--- src/rtl/mem_port_arbiter.sv ---
// mem_port_arbiter
//   Lets the core's instruction-fetch port and data port share one single-port
//   memory that uses the chip_select/busy handshake. Each core-side port keeps
//   its enable/busy handshake. Requests are granted round-robin, and only one
//   memory transaction is in flight at a time.
//
// Ports
//   clock, reset                   : system clock, synchronous active-high reset
//   inst_enable/inst_address       : fetch request and byte address
//   inst_data/inst_busy            : fetched 32-bit instruction, fetch outstanding
//   data_enable/data_address       : data request and byte address
//   data_write_data/_byte_write_en : store data and byte mask (mask of 0 = load)
//   data_read_data/data_busy       : load result, data access outstanding
//   mem_chip_select/mem_address    : one-cycle memory strobe and address
//   mem_write_data/_byte_write_en  : memory write data and byte mask
//   mem_read_data/mem_busy         : memory read data and busy
//
// Build option
//   MEM_ARB_PERF_COUNTERS_EN : adds the saturating 32-bit outputs
//   inst_grant_count, data_grant_count and contention_count.
//
// inst_data selects a 32-bit half of a 64-bit word, so DATA_SIZE is expected to be 64.
module mem_port_arbiter #(
  parameter int unsigned ADDR_SIZE = 64,
  parameter int unsigned DATA_SIZE = 64
) (
  input  logic                   clock,
  input  logic                   reset,
  input  logic                   inst_enable,
  input  logic [ADDR_SIZE-1:0]   inst_address,
  output logic [31:0]            inst_data,
  output logic                   inst_busy,
  input  logic                   data_enable,
  input  logic [ADDR_SIZE-1:0]   data_address,
  input  logic [DATA_SIZE-1:0]   data_write_data,
  input  logic [DATA_SIZE/8-1:0] data_byte_write_enable,
  output logic [DATA_SIZE-1:0]   data_read_data,
  output logic                   data_busy,
  output logic                   mem_chip_select,
  output logic [ADDR_SIZE-1:0]   mem_address,
  output logic [DATA_SIZE-1:0]   mem_write_data,
  output logic [DATA_SIZE/8-1:0] mem_byte_write_enable,
  input  logic [DATA_SIZE-1:0]   mem_read_data,
  input  logic                   mem_busy
`ifdef MEM_ARB_PERF_COUNTERS_EN
  ,
  output logic [31:0]            inst_grant_count,
  output logic [31:0]            data_grant_count,
  output logic [31:0]            contention_count
`endif
);

  localparam int unsigned LANES = DATA_SIZE / 8;

  typedef enum logic [1:0] {
    ST_IDLE  = 2'd0,
    ST_ISSUE = 2'd1,
    ST_WAIT  = 2'd2
  } state_t;

  state_t state, state_nxt;

  logic [ADDR_SIZE-1:0] inst_addr_q;
  logic [ADDR_SIZE-1:0] data_addr_q;
  logic [DATA_SIZE-1:0] data_wdata_q;
  logic [LANES-1:0]     data_mask_q;
  // Port of the most recent grant (1 = DATA). It is also the owner of the
  // in-flight transaction, because only one transaction is outstanding.
  logic                 grant_data_q;

  logic grant_c;
  logic pick_data_c;
  logic complete_c;

  // Next-state logic, grant selection and completion detection
  always_comb begin
    state_nxt   = state;
    grant_c     = 1'b0;
    pick_data_c = grant_data_q;
    complete_c  = 1'b0;
    case (state)
      ST_IDLE: begin
        // A busy port in IDLE always has a request still waiting for a grant.
        if ((inst_busy || data_busy) && !mem_busy) begin
          grant_c   = 1'b1;
          state_nxt = ST_ISSUE;
          if (inst_busy && data_busy) begin
            pick_data_c = !grant_data_q;
          end else begin
            pick_data_c = data_busy;
          end
        end
      end
      ST_ISSUE: state_nxt = ST_WAIT;
      ST_WAIT: begin
        if (!mem_busy) begin
          complete_c = 1'b1;
          state_nxt  = ST_IDLE;
        end
      end
      default: state_nxt = ST_IDLE;
    endcase
  end

  // State, request latches, memory-side outputs and result registers
  always_ff @(posedge clock) begin
    if (reset) begin
      state                 <= ST_IDLE;
      grant_data_q          <= 1'b1;
      inst_busy             <= 1'b0;
      data_busy             <= 1'b0;
      inst_addr_q           <= '0;
      data_addr_q           <= '0;
      data_wdata_q          <= '0;
      data_mask_q           <= '0;
      inst_data             <= '0;
      data_read_data        <= '0;
      mem_chip_select       <= 1'b0;
      mem_address           <= '0;
      mem_write_data        <= '0;
      mem_byte_write_enable <= '0;
    end else begin
      state           <= state_nxt;
      mem_chip_select <= grant_c;

      // Acceptance needs busy=0 and completion needs busy=1, so the two
      // never meet on the same port at the same edge.
      if (inst_enable && !inst_busy) begin
        inst_busy   <= 1'b1;
        inst_addr_q <= inst_address;
      end
      if (data_enable && !data_busy) begin
        data_busy    <= 1'b1;
        data_addr_q  <= data_address;
        data_wdata_q <= data_write_data;
        data_mask_q  <= data_byte_write_enable;
      end

      if (grant_c) begin
        grant_data_q <= pick_data_c;
        if (pick_data_c) begin
          mem_address           <= data_addr_q;
          mem_write_data        <= data_wdata_q;
          mem_byte_write_enable <= data_mask_q;
        end else begin
          mem_address           <= inst_addr_q;
          mem_write_data        <= '0;
          mem_byte_write_enable <= '0;
        end
      end

      if (complete_c) begin
        if (grant_data_q) begin
          data_busy <= 1'b0;
          if (data_mask_q == '0) begin
            data_read_data <= mem_read_data;
          end
        end else begin
          inst_busy <= 1'b0;
          inst_data <= inst_addr_q[2] ? mem_read_data[32 +: 32] : mem_read_data[0 +: 32];
        end
      end
    end
  end

`ifdef MEM_ARB_PERF_COUNTERS_EN
  localparam int unsigned CNT_W = 32;

  // Saturating grant and contention counters
  always_ff @(posedge clock) begin
    if (reset) begin
      inst_grant_count <= '0;
      data_grant_count <= '0;
      contention_count <= '0;
    end else if (grant_c) begin
      if (pick_data_c) begin
        if (data_grant_count != '1) data_grant_count <= data_grant_count + CNT_W'(1);
      end else begin
        if (inst_grant_count != '1) inst_grant_count <= inst_grant_count + CNT_W'(1);
      end
      if (inst_busy && data_busy && (contention_count != '1)) begin
        contention_count <= contention_count + CNT_W'(1);
      end
    end
  end
`endif

endmodule
--- config.mk ---
export PLATFORM = sky130hd
export DESIGN_NAME = mem_port_arbiter
export DESIGN_NICKNAME = d
export VERILOG_FILES = /design/src/rtl/mem_port_arbiter.sv
export SDC_FILE = /design/constraint.sdc
export NUM_CORES = 1
export LEC_CHECK = 0
export BUFFER_PORTS_ARGS = -buffer_cell sky130_fd_sc_hd__buf_4
export CAP_MARGIN = 20
export CORE_AREA = 8 8 189 191
export DETAILED_ROUTE_END_ITERATION = 10
export DIE_AREA = 0 0 197 199
export PLACE_DENSITY = 0.86
export SYNTH_ARGS = -nofsm -noshare
export SYNTH_HDL_FRONTEND = slang
export SYNTH_SLANG_ARGS = --single-unit
export TNS_END_PERCENT = 5
--- constraint.sdc ---
create_clock -name clock -period 3.8 [get_ports clock]
set_input_delay 0.38 -clock clock [delete_from_list [all_inputs] [get_ports clock]]
set_output_delay 0.38 -clock clock [all_outputs]
set_load 0.03 [all_outputs]
==> run summary, run 1 <==
Num rows: 67
Antenna cells: 0
Wire length of the first global-routing pass: 89400 um
Clock-pin slew on the worst setup and hold paths: 0.06 ns
Post-Route Setup TNS: 0 ns
Flip-flop cell with the highest count after synthesis: dfxtp_1
Setup slack of the worst register-to-register path: 1.51 ns
Post-cts resize count: 0
Pre-Repair DR Iteration Count: 7
Avg Synthesized Cell Area: 8.27 um2
Clock root buffer: clkbuf_16
Count of vias placed by the detailed router: 16600
TritonCTS sink count: 438
Start-to-end type of the worst setup path: flop to flop
Overall die area: 39200 um2
Initial antenna violation count: 1
Count of buffers inserted at the top-level ports: 503
Core box area: 32900 um2
Chip height: 199 um
Post-Synth Adder-Cell Area: 0%
Total of flip-flops plus latches after synthesis: 438
Required time of the critical path: 4.16 ns
Portion of netlist area occupied by mux cells: 1.91%
Final instance area: 22300 um2
Register-to-Register Path Depth: 5
Measured slew at the worst slew-check pin: 1.01 ns
Setup repair after global routing missed its margin: false
Average vias per placed instance: 5.76
Leakage: 0.00873 uW
Run status: finished clean
Initial Util: 50.9%
Count of hold-fix buffers inserted at cts: 0
Post-synthesis cell count: 2025
EDFF count, synth: 0
Clock tree from TritonCTS: yes
Basic-gate share of the synthesized area counting and, or, nand and nor cells: 17.7%
Post-synthesis share of cell area spent on xor and xnor gates: 0%
Library cells used by synthesis: 30
Die span in x: 197 um
Number of warnings printed during yosys synthesis: 0
Post-detailed-placement cell area: 20700 um2
Deepest level of the CTS H-tree: 2
Final net count: 2674
Post-synth net total: 2294
Post-detailed-route count of antenna-violating nets: 0
Setup violation total in the final timing report: 0
Sequential element share of the synthesized area: 52.4%
Critical-path maximum fanout: 38
Number of buffers on the longest clock path: 3
Power per unit of standard cell area: 496 nW/um2
Setup fix buffers added after clock tree synthesis: 0
Pin count of the biggest net entering global routing: 161
DPL Wire Length: 39200 um
Area fraction in compound gates after synthesis: 20.5%
Proportion of register bits with asynchronous set or reset after synthesis: 0%
Slew HR: 32.8%
Endpoint class of the critical path: flop
Number of buffers created by CTS: 44
Slowest cell on the critical path: and2_2
Total global routing track utilization: 28.1%
Number of max-slew violations in the final report: 0
Worst setup path endpoint: mem_address[49]$_SDFFE_PP0P_
Longest individual stage delay on the worst path: 0.55 ns
Worst path arrival time: 2.65 ns
Wire length reported by the detailed router: 58800 um
Synthesized area: 16700 um2
Classification of the worst-slack hold path: primary input to flop
Clock latency on the worst-skew pair: 0.54 ns
Worst Skew: 0.0189 ns
Reg-to-reg critical path startpoint: state[0]$_SDFFE_PP0P_
I/O pin count: 504
Dominant combinational cell family by area after synthesis: compound AO/OA/AOI/OAI gates
Period utilization: 60.4%
Cells traversed along the worst timing path: nor3_2 > buf_4 > and2_2 > buf_4 > a222oi_1
Routed wire per std cell: 20.4 um
Routability-driven placement congestion ratio: 0.867
Cell occurring most often along the worst timing path: buf_4
Origin of the worst setup path: state[0]$_SDFFE_PP0P_
Worst setup SP type: flop
Max Freq: 436 MHz
Number of design rule violations left after detail routing: 0
Area added between synthesis and finish: 33.0%
Peak VDD IR: 0.370 mV
Starting DRC count in detailed routing: 1492
Max-capacitance violation count: 0
Final hold vios: 0
Worst reg2reg endpoint: mem_address[49]$_SDFFE_PP0P_
Aggregate global routing overflow: 0
Minimum clock period after layout: 2.29 ns
Vias in the first global route: 16500
Fraction of layout cells with a size suffix above 1: 25.5%
where the power goes:
part / total, uW / internal (uW) / switching (uW) / leakage [uW]
Combinational: 1460 / 523 / 941 / 0.00438
Sequential: 4950 / 4810 / 138 / 0.00357
Clock: 4630 / 2830 / 1810 / 0.000775
Total: 11000 / 8160 / 2890 / 0.00873
layout by cell type, fill, tap and decap left out, types with 2 or more instances in the layout:
| cell | n |
|---|---|
| o21ai_0 | 73 |
| a222oi_1 | 64 |
| clkbuf_1 | 5 |
| dfxtp_1 | 437 |
| nor2_1 | 34 |
| nand2b_1 | 66 |
| nor3_1 | 2 |
| nand4_1 | 64 |
| clkbuf_16 | 46 |
| clkbuf_8 | 11 |
| mux2i_1 | 32 |
| clkinv_2 | 8 |
| nor2b_4 | 2 |
| buf_12 | 4 |
| a21oi_1 | 338 |
| buf_4 | 524 |
| or4_2 | 2 |
| a211oi_1 | 32 |
| nand2_1 | 401 |
| o31ai_1 | 64 |
| inv_1 | 130 |
| bufinv_16 | 6 |
| nand3_1 | 72 |
| nor4_4 | 2 |
worst max-delay path, delay by kind of cell, from the launching register on:
family          cells  cell delay, ns
simple gates        2            0.76
buf+inv             2            0.73
flops               1            0.40
compound gates      1            0.20
cells in the mapped netlist (2+ instances only):
library cell	number	area (um2)
o31ai_1	64	480
a211oi_1	32	240
nor4_2	2	25.0
o21ai_0	73	365
mux2i_1	32	320
a21oi_1	338	1690
nand2_1	401	1510
buf_2	3	15.0
nand2b_1	68	425
dfxtp_1	438	8770
nand3_1	72	360
nor3_1	3	15.0
buf_1	30	113
or4_1	2	15.0
nor2b_1	2	12.5
nand4_1	64	400
buf_6	5	56.3
a222oi_1	64	641
nor2_1	35	131
clkbuf_1	158	593
inv_1	130	488
how the worst min path moves through the flow:
stage	from	end	slack [ns]	depth (start not counted)
detailed placement	data_addr_q[38]$_SDFFE_PP0P_	data_addr_q[38]$_SDFFE_PP0P_	0.45	2
finish	data_write_data[43]	data_wdata_q[43]$_SDFFE_PP0P_	0.09	3
floorplan	data_addr_q[0]$_SDFFE_PP0P_	data_addr_q[0]$_SDFFE_PP0P_	0.44	2
CTS	data_write_data[32]	data_wdata_q[32]$_SDFFE_PP0P_	0.07	3
global placement	inst_addr_q[34]$_SDFFE_PP0P_	mem_address[34]$_SDFFE_PP0P_	0.44	2
global route	data_address[43]	data_addr_q[43]$_SDFFE_PP0P_	0.08	3
registers in the layout, summed over array words and instances, names as in the netlist, named ones only:
register / cells
data_addr_q: 64
data_read_data: 64
data_wdata_q: 64
inst_addr_q: 64
mem_address: 64
mem_write_data: 64
inst_data: 32
data_mask_q: 8
mem_byte_write_enable: 8
state: 2
data_busy: 1
inst_busy: 1
mem_chip_select: 1
metal layers:
metal / up-vias / global-route usage (%) / routed length [um] / part of all wire [%]
li1: 7710 / - / - / -
met4: 2 / 13.4 / 2840 / 4.8
met2: 887 / 47.6 / 28400 / 48
met5: - / 0 / 13 / 0.022
met3: 170 / 8.85 / 6580 / 11
met1: 7852 / 31.8 / 21100 / 36
per-stage QoR:
step                      power, uW  setup slack, ns  util (%)  hold slack [ns]  cells
after floorplan                5830             2.01         -            0.436   2025
after global placement         6450             1.55      62.9            0.441   2806
after detailed placement       6480             1.50      62.9            0.447   2806
after CTS                     11100             1.54      67.6           0.0672   2884
after global routing          11400             1.39      67.7           0.0756   2885
final                         11000             1.51      67.7           0.0871   2885
logic make-up (layout without fill, tap and decap cells):
family,Yosys count,after routing
mux,32,32
compound gates,572,572
simple gates,657,657
flops,438,438
buf+inv,326,738
layout make-up:
cell class / count / area (um2)
Fill cell: 2504 / 10600
Sequential cell: 438 / 8770
Multi-Input combinational cell: 1261 / 6810
Timing Repair Buffer: 530 / 4060
Clock buffer: 62 / 1320
Tap cell: 448 / 561
Inverter: 130 / 488
Clock inverter: 16 / 244
Note: power is estimated with default switching activity, not from simulation.
==> run 2, diff against run 1 <==
--- a/config.mk
+++ b/config.mk
@@ -5,12 +5,13 @@
 export SDC_FILE = /design/constraint.sdc
 export NUM_CORES = 1
 export LEC_CHECK = 0
+export ABC_AREA = 1
 export BUFFER_PORTS_ARGS = -buffer_cell sky130_fd_sc_hd__buf_4
 export CAP_MARGIN = 20
-export CORE_AREA = 8 8 189 191
+export CORE_MARGIN = 8
+export CORE_UTILIZATION = 47
 export DETAILED_ROUTE_END_ITERATION = 10
-export DIE_AREA = 0 0 197 199
-export PLACE_DENSITY = 0.86
+export PLACE_DENSITY = 0.83
 export SYNTH_ARGS = -nofsm -noshare
 export SYNTH_HDL_FRONTEND = slang
 export SYNTH_SLANG_ARGS = --single-unit
==> constraint.sdc (replaced) <==
create_clock -name clock -period 1.95 [get_ports clock]
set_input_delay 0.195 -clock clock [delete_from_list [all_inputs] [get_ports clock]]
set_output_delay 0.195 -clock clock [all_outputs]
set_load 0.03 [all_outputs]
==> run summary, run 2 <==
DPL Wire Length: 37900 um
Max Freq: 551 MHz
CP bufs+invs: 2
Max-capacitance violation count: 0
Register-to-Register Path Depth: 7
Run status: finished clean
Clock latency on the worst-skew pair: 0.57 ns
Worst setup path endpoint: mem_write_data[43]$_SDFFE_PP0P_
Placed cells: 3250
Die span in x: 206 um
Worst setup SP type: flop
Peak VDD IR: 0.713 mV
Reg-to-reg critical path startpoint: data_busy$_SDFF_PP0_
Count of buffers inserted at the top-level ports: 503
Depth of the critical timing path with buffers and inverters included: 7
Setup fix buffers added after clock tree synthesis: 0
Post-detailed-route count of antenna-violating nets: 0
Library cells used by synthesis: 22
Top library cells by usage in the layout, fill and taps aside: 628 x nand2_1, 599 x nor2_1, 518 x buf_4
Total of flip-flops plus latches after synthesis: 438
Sequential element share of the synthesized area: 51.7%
Core box area: 35600 um2
Leading cell type by number of instances after synthesis: nand2_1
Initial Util: 47.7%
Longest individual stage delay on the worst path: 0.38 ns
Busiest layer in global routing: met2
Deepest level of the CTS H-tree: 2
Pre-Repair DR Iteration Count: 8
Slew HR: 42.7%
Post-detailed-placement cell area: 21000 um2
Net switching fraction of the power: 27.0%
Post-synthesis cell count: 2417
Internal power of the cells: 16100 uW
Avg Synthesized Cell Area: 7.01 um2
Setup repair after global routing missed its margin: false
Worst Skew: 0.0168 ns
Pin count of the biggest net entering global routing: 128
Setup slack of the worst register-to-register path: 0.14 ns
Cells traversed along the worst timing path: inv_1 > nand2_1 > nand3_4 > nor2_4 > buf_12 > nand2_1 > a21oi_1
Cell occurring most often along the worst timing path: nand2_1
Count of vias placed by the detailed router: 19300
Wire length reported by the detailed router: 68600 um
I/O pin count: 504
Flip-flop cell with the highest count after synthesis: dfxtp_1
Comb pwr share: 15.9%
Critical-path maximum fanout: 75
Routability-driven placement congestion ratio: 0.871
Category of cells accounting for the largest share of critical-path delay: simple AND/OR/NAND/NOR gates
Overall die area: 42400 um2
Total global routing track utilization: 30.6%
Synthesized area: 17000 um2
Origin of the worst setup path: data_busy$_SDFF_PP0_
Clock root buffer: clkbuf_16
Final hold vios: 0
Worst path arrival time: 2.27 ns
Endpoint class of the critical path: flop
Number of design rule violations left after detail routing: 0
Average vias per placed instance: 5.35
Minimum clock period after layout: 1.81 ns
EDFF count, synth: 0
Classification of the worst-slack hold path: primary input to flop
Final instance area: 25200 um2
Starting DRC count in detailed routing: 1538
Met3 track utilization from global routing: 9.31%
Proportion of register bits with asynchronous set or reset after synthesis: 0%
Area added between synthesis and finish: 48.8%
Number of max-slew violations in the final report: 0
Start-to-end type of the worst setup path: flop to flop
Clock-pin slew on the worst setup and hold paths: 0.06 ns
Cell Count, Final, Fillers Out: 3610
Share of the synthesized area in the top cell type: 51.7%
Most common cell after layout, fill and taps aside: nand2_1
Leakage: 0.0118 uW
Clock tree from TritonCTS: yes
Hold Path Cell Cnt: 3
Setup violation total in the final timing report: 0
Measured slew at the worst slew-check pin: 0.860 ns
Final net count: 3371
Fraction of layout cells with a size suffix above 1: 19.8%
Worst reg2reg endpoint: mem_write_data[43]$_SDFFE_PP0P_
Number of warnings printed during yosys synthesis: 0
Chip height: 206 um
Global Route met1 Usage: 33.3%
Proportion of power drawn by the clock network: 39.6%
Routed wire per std cell: 19.0 um
Post-Route Setup TNS: 0 ns
Post-synth net total: 2686
Period utilization: 93.0%
Number of buffers on the longest clock path: 3
Wire length of the first global-routing pass: 103000 um
Met2 GRT Util: 50.4%
Aggregate global routing overflow: 0
Top cells by count, synth: 631 x nand2_1, 600 x nor2_1, 438 x dfxtp_1, 234 x o21ai_0, 138 x a21oi_1
Required time of the critical path: 2.41 ns
Number of buffers created by CTS: 46
Net switching component of the power: 5950 uW
Slowest cell on the critical path: dfxtp_1
TritonCTS sink count: 438
Power per unit of standard cell area: 874 nW/um2
Main area contributors after synthesis: dfxtp_1 52%, nand2_1 14%, nor2_1 13%
Cell type contributing the most total cell area after synthesis: dfxtp_1
Fraction of power consumed by sequential logic: 44.4%
Num rows: 69
Total power of the final layout: 22000 uW
Vias in the first global route: 19400
Initial antenna violation count: 9
[run 2: changes by cell type after synthesis, sizes merged, moves of 65 or more]
| cell | before | now |
|---|---|---|
| a21oi | 338 | 139 |
| nand2 | 401 | 632 |
| nand2b | 68 | 0 |
| nand3 | 72 | 7 |
| nor2 | 35 | 603 |
| o21ai | 73 | 234 |
[run 2: layer usage]
metal | share of wire (%) | wire (um)
met5 | 0.016 | 11
met1 | 35 | 24100
met2 | 46 | 31900
met3 | 11 | 7570
met4 | 7.3 | 5010
[run 2: cell families after synthesis]
| group | Yosys count | synth area share [%] |
|---|---|---|
| buffers and inverters | 300 | 7.17 |
| AOI/OAI and AO/OA | 373 | 11.0 |
| and+or+nand+nor | 1306 | 30.1 |
| DFF | 438 | 51.7 |
[run 2: timing repair]
action                                  CTS  global route
resized for setup                         0             1
hold buffers                            265             0
endpoints found under the setup margin    0             1
endpoints found under the hold margin   298             0
[run 2: power groups by stage]
| stage | clock, uW | sequential [uW] | combinational [uW] |
|---|---|---|---|
| after global routing | 9200 | 9830 | 3760 |
| after floorplan | 0 | 10300 | 1310 |
| after detailed placement | 0 | 9950 | 2890 |
| final | 8740 | 9790 | 3510 |
| after CTS | 8830 | 9760 | 3350 |
| after global placement | 0 | 9930 | 2830 |
[run 2: area by class of cell]
| type | instances | area, um2 |
|---|---|---|
| fillers | 2363 | 10400 |
| multi-input cells | 1679 | 7000 |
| flip-flops and latches | 438 | 8770 |
| clock buffers | 66 | 1360 |
| well taps | 461 | 577 |
| clock inverters | 14 | 136 |
| repair buffers | 796 | 6800 |
| diodes | 15 | 37.5 |
| inverters | 141 | 537 |
[run 2: worst min-delay path by stage]
stage                      start  slack (ns)                         endpoint
2_1_floorplan   mem_read_data[0]        0.33   data_read_data[0]$_SDFFE_PP0P_
3_3_place_gp    mem_read_data[4]        0.43   data_read_data[4]$_SDFFE_PP0P_
3_5_place_dp   mem_read_data[18]        0.44  data_read_data[18]$_SDFFE_PP0P_
4_1_cts         data_address[59]        0.05     data_addr_q[59]$_SDFFE_PP0P_
5_1_grt         data_address[59]        0.08     data_addr_q[59]$_SDFFE_PP0P_
6_report        data_address[62]        0.09     data_addr_q[62]$_SDFFE_PP0P_
[run 2: stage by stage]
stage          utilization [%]  setup WS, ns  hold WS (ns)
5_1_grt                   70.8        0.0157        0.0775
6_report                  70.9         0.136        0.0852
2_1_floorplan                -         0.380         0.330
4_1_cts                   70.8         0.221        0.0472
3_3_place_gp              59.1         0.342         0.426
3_5_place_dp              59.1         0.268         0.436
[run 2: tightest hold or removal path: cells and delay by family]
kind | cells | cell delay, ns
buffers and inverters | 1 | 0.08
AOI/OAI and AO/OA | 2 | 0.34
